[src/rtl/chebyshev_coeff_feeder.sv]
// Source-side sequencer for chebyshev_computation_v2. It keeps a programmable
// coefficient bank and accepts one sample per transaction. For each sample it
// streams one (sample, coefficient) pair per cycle, then waits out the
// computation pipeline. It captures data_out and offers it on a valid/ready port.
module chebyshev_coeff_feeder #(
  parameter int WL       = 4,
  parameter int CL       = 4,
  parameter int WIDENING = 1,
  parameter int N_COEFF  = 4,
  parameter int LATENCY  = 3,
  localparam int OUT     = 2*WL+CL+WIDENING,
  localparam int AW      = $clog2(N_COEFF)
) (
  input  logic           clock,
  input  logic           resetn,
  input  logic           cfg_we,
  input  logic [AW-1:0]  cfg_addr,
  input  logic [CL-1:0]  cfg_coeff,
  input  logic           x_valid,
  output logic           x_ready,
  input  logic [WL-1:0]  x_data,
  output logic [WL-1:0]  data_in,
  output logic [CL-1:0]  coeff_in,
  input  logic [OUT-1:0] data_out,
  output logic           y_valid,
  input  logic           y_ready,
  output logic [OUT-1:0] y_data,
  output logic           busy
);

  localparam int DW = $clog2(LATENCY+1);
  localparam logic [AW-1:0] K_LAST     = AW'(N_COEFF-1);
  localparam logic [DW-1:0] DRAIN_LOAD = DW'(LATENCY);
  localparam logic [DW-1:0] DRAIN_LAST = DW'(1);

  typedef enum logic [1:0] {IDLE, STREAM, DRAIN, HOLD} state_e;

  state_e         stateQ, stateD;
  logic [AW-1:0]  kQ, kD;
  logic [DW-1:0]  drainQ, drainD;
  logic [WL-1:0]  xRegQ, xRegD;
  logic [WL-1:0]  dataInQ, dataInD;
  logic [CL-1:0]  coeffInQ, coeffInD;
  logic [OUT-1:0] yDataQ, yDataD;
  logic           yValidQ, yValidD;
  logic           busyQ, busyD;
  logic [CL-1:0]  bankQ [N_COEFF];
  logic           bankWe;

  // Samples are only taken while idle; x_ready therefore reads 1 during reset too.
  assign x_ready  = (stateQ == IDLE);

  // Configuration is frozen while a transaction is in flight and out-of-range
  // indices are dropped; an accept-cycle write lands before the first bank read.
  assign bankWe   = cfg_we && (stateQ == IDLE) && (int'(cfg_addr) < N_COEFF);

  assign data_in  = dataInQ;
  assign coeff_in = coeffInQ;
  assign y_data   = yDataQ;
  assign y_valid  = yValidQ;
  assign busy     = busyQ;

  // Coefficient bank: cleared by reset, written only from IDLE.
  always_ff @(posedge clock or negedge resetn) begin
    if (!resetn) begin
      for (int i = 0; i < N_COEFF; i++) begin
        bankQ[i] <= '0;
      end
    end else if (bankWe) begin
      bankQ[cfg_addr] <= cfg_coeff;
    end
  end

  // State, counters and all registered outputs.
  always_ff @(posedge clock or negedge resetn) begin
    if (!resetn) begin
      stateQ   <= IDLE;
      kQ       <= '0;
      drainQ   <= '0;
      xRegQ    <= '0;
      dataInQ  <= '0;
      coeffInQ <= '0;
      yDataQ   <= '0;
      yValidQ  <= 1'b0;
      busyQ    <= 1'b0;
    end else begin
      stateQ   <= stateD;
      kQ       <= kD;
      drainQ   <= drainD;
      xRegQ    <= xRegD;
      dataInQ  <= dataInD;
      coeffInQ <= coeffInD;
      yDataQ   <= yDataD;
      yValidQ  <= yValidD;
      busyQ    <= busyD;
    end
  end

  // Next-state logic: the drain capture fires on the edge where the counter hits 0.
  always_comb begin
    stateD   = stateQ;
    kD       = kQ;
    drainD   = drainQ;
    xRegD    = xRegQ;
    dataInD  = '0;
    coeffInD = '0;
    yDataD   = yDataQ;
    unique case (stateQ)
      IDLE: begin
        if (x_valid) begin
          xRegD  = x_data;
          kD     = '0;
          stateD = STREAM;
        end
      end
      STREAM: begin
        dataInD  = xRegQ;
        coeffInD = bankQ[kQ];
        if (kQ == K_LAST) begin
          drainD = DRAIN_LOAD;
          stateD = DRAIN;
        end else begin
          kD = kQ + AW'(1);
        end
      end
      DRAIN: begin
        drainD = drainQ - DW'(1);
        if (drainQ == DRAIN_LAST) begin
          yDataD = data_out;
          stateD = HOLD;
        end
      end
      HOLD: begin
        if (y_ready) begin
          stateD = IDLE;
        end
      end
      default: stateD = IDLE;
    endcase
    yValidD = (stateD == HOLD);
    busyD   = (stateD != IDLE);
  end

endmodule

[config.mk]
export PLATFORM = sky130hd
export DESIGN_NAME = chebyshev_coeff_feeder
export DESIGN_NICKNAME = d
export VERILOG_FILES = /design/src/rtl/chebyshev_coeff_feeder.sv
export SDC_FILE = /design/constraint.sdc
export NUM_CORES = 1
export LEC_CHECK = 0
export BUFFER_PORTS_ARGS = -buffer_cell sky130_fd_sc_hd__buf_4
export CAP_MARGIN = 15
export CORE_ASPECT_RATIO = 1.75
export CORE_UTILIZATION = 52
export CTS_CLUSTER_DIAMETER = 50
export DETAILED_ROUTE_END_ITERATION = 10
export PLACE_DENSITY = 0.78
export REMOVE_ABC_BUFFERS = 1
export SETUP_SLACK_MARGIN = 0.2
export SYNTH_ARGS = -nofsm -noshare
export SYNTH_HDL_FRONTEND = slang
export SYNTH_SLANG_ARGS = --single-unit
export TNS_END_PERCENT = 5
[constraint.sdc]
create_clock -name clock -period 2 [get_ports clock]
set_clock_uncertainty 0.15 [all_clocks]
set_input_delay 0.1 -clock clock [delete_from_list [all_inputs] [get_ports clock]]
set_output_delay 0.1 -clock clock [all_outputs]
set_load 0.01 [all_outputs]
Word-level counts from Yosys, hierarchy flattened

Index checks and enable logic that the tools add are counted.

Input port bits: 28
Memory bits (writable): 0
Bits in read-only memories: 0
Bits in latches: 0
Register bits: 49
Memories: 0
Word-level logic and storage cells: 57
Output and inout port bits: 24

Multiply operators: 0
Mux-type cells: 18
Bitwise logic cells: 2
Magnitude comparators: 3
Shift-type cells: 0
Divide/modulo/power cells: 0
Reductions and logical operators: 10
Add/subtract/negate cells: 2
Equality and inequality tests: 9

Operators with widths:

| operator                                                   | number |
|---|---|
| 2-to-1 mux 4 bit                                           | 5 |
| bitwise mux 16 bit                                         | 1 |
| 2-to-1 mux 2 bit                                           | 7 |
| binary-select mux 4 bit (select 2 bit)                     | 1 |
| demux 4 bit (select 2 bit)                                 | 1 |
| equality test 2 bit, second input constant                 | 4 |
| one-hot mux 2 bit (2 select lines)                         | 2 |
| one-hot mux 2 bit (4 select lines)                         | 1 |
| >= comparator 3 bit, second input constant                 | 2 |
| inequality test 2 bit, second input constant               | 3 |
| NOT 2 -> 3 bit                                             | 2 |
| AND reduction 2 bit                                        | 3 |
| nonzero test 2 bit                                         | 3 |
| equality test 2 x 1 -> 1 bit, second input constant        | 2 |
| less-than comparator 3 x 1 -> 1 bit, second input constant | 1 |
| AND reduction 3 bit                                        | 1 |
| adder 2 x 1 -> 2 bit, second input constant                | 1 |
| logical AND 1 bit                                          | 2 |
| logical NOT 2 bit                                          | 1 |
| subtractor 2 x 1 -> 2 bit, second input constant           | 1 |

Longest topological paths before layout

Gate-level depths: netlist of the first run.

Depth in word-level cells: 6
Mapped depth: 7
Depth with buffers taken out: 5

Worst setup path after synthesis of the first run

No wires, ideal clock.

Kind: reg-to-reg
Start: reg drainQ[1]
End: reg yDataQ[10] (netlist: y_data[10])
Slack: 376 ps
Arrival time: 1349 ps
Buffers on the path: 2
Period minus slack after synthesis: 1624 ps
Required time: 1725 ps
Cell stages (with the launch flop): 8
Setup time: 125 ps
Cells stage by stage: dfrtp_1 -> inv_1 -> ha_1 -> inv_1 -> or2_1 -> buf_6 -> buf_6 -> mux2_4

Cells in the longest elaborated chain, start to end: 2

Ends and longest elaborated chain:

| what                                 | line | RTL |
|---|---|---|
| start, declared                      | 40   | `logic [DW-1:0] drainQ, drainD;` |
| start signal, assigned               | 89   | `drainQ <= drainD;` |
| equality test 2 x 1 -> 1 bit         | 128  | `if (drainQ == DRAIN_LAST) begin` |
| AND reduction 2 bit (no source line) | -    |  |
| end signal, assigned                 | 93   | `yDataQ <= yDataD;` |
| end, declared                        | 44   | `logic [OUT-1:0] yDataQ, yDataD;` |

Every way passes these cells.
A chain may end at the register's enable or synchronous reset.

Worst setup path in the final report of the first run

Start: reg stateQ[0]
End: reg bankQ[9] in the netlist's numbering

Cells in the longest elaborated chain, start to end: 2

Ends and longest elaborated chain:

| what                          | line | RTL |
|---|---|---|
| start, declared               | 38   | `state_e stateQ, stateD;` |
| start signal, assigned        | 87   | `stateQ <= stateD;` |
| logical NOT 2 bit             | 55   | `assign bankWe = cfg_we && (stateQ == IDLE) && (int'(cfg_addr) < N_COEFF);` |
| logical AND 1 bit             | 55   |  |
| end signal, assigned by index | 70   | `bankQ[cfg_addr] <= cfg_coeff;` |
| end, declared                 | 47   | `logic [CL-1:0] bankQ [N_COEFF];` |

Every way passes these cells.

==> qor.log, run 1 <==
INFO  clock_tree     clk_path_buf_depth=2
INFO  clock_tree     clk_transition_reported_paths=0.09ns
INFO  layout         post_route_cells_drive_above_1_share=49.07%
INFO  die            die_area=4286squm
INFO  global_routing first_global_vias=1424
INFO  worst_setup_path endpoint_kind=register
INFO  sta            fmax=576.7MHz
INFO  drt            first_iter_violations=20
INFO  worst_setup_path cp_data_required_time=2.04ns
INFO  drt            wl_per_cell=16.11um
INFO  layout         layout_commonest_cell=buf_4
INFO  drt            drc=0
INFO  flow_run       max_cap_viol_count=0
INFO  outcome        status=finished clean
INFO  sta            slew_headroom=60.13%
INFO  yosys          proportion_of_synthesized_flip_flops_having_asynchronous_set_or_reset=100.0%
INFO  yosys          ys.warnings.count=0
INFO  placement      dpl_hpwl=2848um
INFO  worst_setup_path timing.critical_path.fanout_max=8
INFO  power          internal_power=2.711mW
INFO  layout         filler_cell_count=236
INFO  layout         area_growth_syn_to_layout=35.39%
INFO  power          power.share.combinational=41.0%
INFO  sta            finalHoldViolations=0
INFO  yosys          syn_avg_cell_area=15.48squm
INFO  sta            timing_max_transition_violations_final=0
INFO  power          power.static_leakage=1.357nW
INFO  power          power_share_of_the_sequential_group=44.5%
INFO  worst_setup_path cp_data_arrival_time=1.77ns
INFO  global_routing gr_usage_total=21.12%
INFO  power          p_per_area=1398nW/um^2
INFO  placement      io_buffers=51
INFO  sta            grt_setup_unrepaired=false
INFO  power          clkPwrFrac=14.5%
INFO  global_routing pin_count_of_the_biggest_net_entering_global_routing=50
INFO  global_routing grt_antenna_before_repair=0
INFO  die            core=3866squm
INFO  clock_tree     cts.repair_timing.setup_buffer_count=0
INFO  sta            fin_crit=1.734ns
INFO  worst_setup_path r2r_slack=0.27ns
INFO  power          ir_worst_vdd=0.8807mV
INFO  power          power.switching_fraction=31.47%
INFO  die            placement_rows=30
INFO  sta            pin_slew_with_the_least_headroom_to_its_limit=0.5981ns
INFO  die            start_util=54.05%
INFO  layout         post_layout_nets=244
INFO  worst_setup_path critPathLaunchType=register
INFO  layout         number_of_antenna_diodes=0
INFO  layout         layout.cells.most_common_list=buf_4 (54), dfrtp_1 (49), mux2_2 (24), dlygate4sd3_1 (22), mux2_4 (10)
INFO  placement      preCtsSetupSlack=0.04049ns
INFO  yosys          synth_flop_cell=dfrtp_1
INFO  clock_tree     tritoncts=built
INFO  drt            num_vias=1369
INFO  yosys          synth_edf_count=0
INFO  yosys          synth.lib_cells_used.distinct=28
INFO  sta            setup_violations=0
INFO  yosys          synth_instances=135
INFO  clock_tree     cts.sinks=49
INFO  die            chipWidth=49.92um
INFO  die            floorplan.die.height=85.86um
INFO  worst_setup_path worst-setup-path-type=register to register
INFO  clock_tree     clock_latency=0.30ns
INFO  drt            post_drt_via_cell_ratio=5.225
INFO  worst_hold_path min-delay-path-class=primary input to register
INFO  power          net-switching-power=1.245mW
INFO  clock_tree     cts_made_buffers=5
INFO  drt            drt_pass1_iterations=4
INFO  drt            remaining_antenna_violation_count=0
INFO  global_routing first_pass_grt_wire_length=6548um
INFO  yosys          synth-seq-cells=49
INFO  sta            final.setup.worst_slack=0.2659ns
INFO  yosys          synth.cell_area=2090squm
INFO  yosys          yosysSeqAreaShare=58.68%
INFO  drt            drt_wl_total=4221um
INFO  sta            timing.setup.tns=0ns
INFO  sta            min_period_over_period=86.71%
INFO  clock_tree     clock_tree.root_cell=clkbuf_8
INFO  die            io-pin-count=52
INFO  placement      gp_routability_congestion=0.7458
INFO  global_routing grt-ovfl-total=0
INFO  clock_tree     cts_htree_levels=2
[Yosys cell counts (2+ instances only)]
| cell | number | area, sq um |
|---|---|---|
| buf_6 | 2 | 22.52 |
| nand2_1 | 2 | 7.510 |
| nor2_1 | 2 | 7.510 |
| inv_1 | 6 | 22.52 |
| nor2b_1 | 3 | 18.77 |
| o21ai_0 | 2 | 10.01 |
| dfrtp_1 | 49 | 1226 |
| buf_2 | 2 | 10.01 |
| mux4_2 | 5 | 112.6 |
| mux2_4 | 10 | 150.1 |
| and2_1 | 8 | 50.05 |
| mux2_2 | 24 | 270.3 |
| a22o_1 | 3 | 26.28 |
| ha_1 | 3 | 37.54 |
[worst paths after layout]
kind | start | end | depth (start not counted)
worst max-delay path | stateQ[0] | bankQ[9] | 4
worst min-delay path | x_valid | kQ[1] | 3
worst max register to register | stateQ[0] | bankQ[9] | 4
worst min register to register | xRegQ[2] | data_in[2] | 1
max in group asynchronous | resetn | bankQ[15] | 2
min in group asynchronous | resetn | y_data[9] | 2
[state kept, by name, summed over array words and instances, names as in the netlist]
| name | count |
|---|---|
| bankQ | 16 |
| coeff_in | 4 |
| data_in | 4 |
| drainQ | 2 |
| busy | 1 |
| kQ | 2 |
| stateQ | 2 |
| xRegQ | 4 |
| y_data | 13 |
| y_valid | 1 |
[critical path: stages (launching register included)]
cell and delay (ns):
dfrtp_1 0.42, buf_4 0.19, nor2_4 0.14, and4b_1 0.35, mux2_2 0.37
[metal layers]
layer | vias to the layer above | global-route usage [%] | routed length (um)
li1 | 625 | - | -
met1 | 679 | 21.46 | 1654
met2 | 53 | 39.56 | 2301
met3 | 12 | 4.787 | 157
met4 | 0 | 9.610 | 107
met5 | - | 0 | 0
[logic make-up (layout without fill, tap and decap cells)]
kind of cell               Yosys count  count (layout)  share of synthesized area [%]
and+or+nand+nor                     24              24                          7.785
adders and majority gates            3               3                          1.797
muxes                               39              39                          25.51
buffers and inverters               11              90                          2.994
AOI/OAI and AO/OA                    9               9                          3.234
DFF                                 49              49                          58.68
[power by group through the flow]
| stage | clock [mW] | sequential (mW) | combinational [mW] |
|---|---|---|---|
| floorplan | 0 | 1.83 | 0.850 |
| global placement | 0 | 1.74 | 1.50 |
| detailed placement | 0 | 1.77 | 1.58 |
| CTS | 0.593 | 1.75 | 1.62 |
| global route | 0.626 | 1.82 | 1.74 |
| finish | 0.573 | 1.76 | 1.62 |
[cell type report]
class	instances	area (sq um)	share of cell area, %
inverter	6	22.52	0.7961
sequential	49	1226	43.34
clock inverter	3	22.52	0.7961
timing repair buffer	76	625.6	22.11
multi-input combinational	75	803.3	28.39
tap	48	60.06	2.123
clock buffer	5	68.82	2.433
[metrics by stage]
stage               hold slack [ns]  area, sq um  instances  util, %  total power [mW]
floorplan                   -0.3456         2049        130        -             2.678
global placement           -0.01716         2515        232    65.05             3.246
detailed placement         0.003613         2515        232    65.05             3.349
CTS                         0.03489         2826        262    73.11             3.967
global route                0.05934         2829        262    73.17             4.186
finish                      0.04911         2829        262    73.17             3.956
[timing repair]
item	CTS	global route
hold buffers	22	0
resized for setup	1	1
endpoints found under the hold margin	82	0
cloned	0	0
pin swaps	0	0
setup endpoints to repair	13	10
Note: power is estimated with default switching activity, not from simulation.
==> inputs of run 2 (changes only) <==
- GPL_TIMING_DRIVEN: not set -> 0
==> qor.log, run 2 (synthesis results as in run 1) <==
INFO  sta            min_period_over_period=82.40%
INFO  power          totalPowerFinal=3.910mW
INFO  layout         number_of_antenna_diodes=0
INFO  layout         post_route_cells_drive_above_1_share=49.29%
INFO  drt            first_iter_violations=34
INFO  worst_setup_path crit_path_cell_trace=ha_1, mux4_2, nor2_1
INFO  sta            grt_setup_unrepaired=false
INFO  global_routing grt-ovfl-total=0
INFO  worst_setup_path cp_data_arrival_time=1.73ns
INFO  sta            fin_crit=1.648ns
INFO  clock_tree     cts_htree_levels=2
INFO  drt            remaining_antenna_violation_count=0
INFO  sta            finalHoldViolations=0
INFO  placement      placedInstanceArea=2492squm
INFO  drt            drt_wl_total=4257um
INFO  drt            drt_pass1_iterations=4
INFO  clock_tree     tritoncts=built
INFO  clock_tree     cts.repair_timing.setup_buffer_count=0
INFO  placement      dpl_hpwl=2780um
INFO  global_routing first_global_vias=1458
INFO  global_routing pin_count_of_the_biggest_net_entering_global_routing=50
INFO  worst_hold_path min-delay-path-class=primary input to register
INFO  layout         layout.cells.most_common_list=buf_4 (51), dfrtp_1 (47), mux2_2 (24), dlygate4sd3_1 (22), mux2_4 (10)
INFO  worst_setup_path critPathLaunchType=register
INFO  placement      gp_routability_congestion=0.7261
INFO  layout         largest_register=bankQ
INFO  sta            slew_headroom=60.29%
INFO  worst_setup_path slowest_delay=0.53ns
INFO  layout         largest_reg_flops=16
INFO  die            placement_rows=30
INFO  die            chipWidth=49.92um
INFO  worst_setup_path timing.critical_path.fanout_max=8
INFO  layout         area_growth_syn_to_layout=34.43%
INFO  drt            post_drt_via_cell_ratio=5.178
INFO  worst_setup_path endpoint_kind=register
INFO  die            floorplan.die.height=85.86um
INFO  layout         layout_commonest_cell=buf_4
INFO  layout         post-route-util=72.65%
INFO  sta            timing_max_transition_violations_final=0
INFO  drt            num_vias=1341
INFO  die            die_area=4286squm
INFO  worst_setup_path crit_buf_inv=0
INFO  clock_tree     clk_path_buf_depth=2
INFO  sta            setup_violations=0
INFO  worst_setup_path worst-setup-path-type=register to register
INFO  sta            pin_slew_with_the_least_headroom_to_its_limit=0.5957ns
INFO  power          power.static_leakage=1.340nW
INFO  worst_setup_path worst_path_dominant_cell_family=flip-flops
INFO  outcome        status=finished clean
INFO  clock_tree     clock_tree.root_cell=clkbuf_8
INFO  die            start_util=54.05%
INFO  drt            drc=0
INFO  placement      io_buffers=51
INFO  drt            wl_per_cell=16.44um
INFO  clock_tree     clock_latency=0.30ns
INFO  sta            fmax=606.8MHz
INFO  worst_setup_path slowest_stage=dfrtp_1
INFO  clock_tree     cts_made_buffers=5
INFO  worst_setup_path cp_data_required_time=2.08ns
INFO  layout         post_layout_nets=241
INFO  layout         final_design_area_no_fill=2809squm
INFO  power          p_per_area=1392nW/um^2
INFO  global_routing first_pass_grt_wire_length=6927um
INFO  clock_tree     clk_transition_reported_paths=0.09ns
INFO  flow_run       max_cap_viol_count=0
INFO  die            core=3866squm
INFO  clock_tree     cts.sinks=49
INFO  power          ir_worst_vdd=0.9508mV
INFO  global_routing grt_antenna_before_repair=0
INFO  global_routing gr_usage_total=22.28%
INFO  die            io-pin-count=52
-- run 2: what timing repair did --
| item | 4_1_cts | 5_1_grt |
|---|---|---|
| endpoints found under the setup margin | 13 | 15 |
| hold buffers | 22 | 0 |
| resized for setup | 2 | 2 |
| endpoints found under the hold margin | 82 | 0 |
-- run 2: power breakdown --
group | switching [mW] | total [mW] | internal, mW | leakage [nW]
sequential | 0.337 | 1.80 | 1.46 | 0.586
clock | 0.338 | 0.584 | 0.246 | 0.0364
combinational | 0.558 | 1.53 | 0.971 | 0.718
total | 1.23 | 3.91 | 2.68 | 1.34
-- run 2: worst reg2reg max path, stage by stage (launching register included) --
cell     delay, ns
dfrtp_1       0.53
ha_1          0.28
mux4_2        0.48
nor2_1        0.13
-- run 2: area by class of cell --
| cell class | count | area [sq um] |
|---|---|---|
| Clock buffer | 5 | 68.82 |
| Clock inverter | 3 | 22.52 |
| Fill cell | 239 | 1057 |
| Inverter | 6 | 22.52 |
| Multi-Input combinational cell | 75 | 803.3 |
| Sequential cell | 49 | 1229 |
| Tap cell | 48 | 60.06 |
| Timing Repair Buffer | 73 | 603.1 |
-- run 2: per-stage QoR --
stage | TNS, ns | cells | worst slack [ns] | hold slack [ns]
2_1_floorplan | 0 | 130 | 0.1606 | -0.3456
3_3_place_gp | -0.009780 | 229 | -0.003465 | -0.01718
3_5_place_dp | -0.3757 | 229 | -0.08058 | -0.003671
4_1_cts | 0 | 259 | 0.1717 | 0.03034
5_1_grt | 0 | 259 | 0.2360 | 0.04632
6_report | 0 | 259 | 0.3520 | 0.03009
-- run 2: worst paths after layout --
kind	from	end	slack, ns	cells past startpoint
max	kQ[0]	y_valid	0.35	3
min	y_ready	stateQ[1]	0.03	4
max reg2reg	kQ[0]	y_valid	0.35	3
min reg2reg	xRegQ[0]	data_in[0]	0.33	1
max in group asynchronous	resetn	stateQ[0]	1.08	2
min in group asynchronous	resetn	data_in[0]	0.19	2
-- run 2: metal layers --
metal	global-route usage (%)	wire [um]
met2	40.79	2306
met3	4.787	210
met5	0	0
met1	23.64	1644
met4	10.39	95
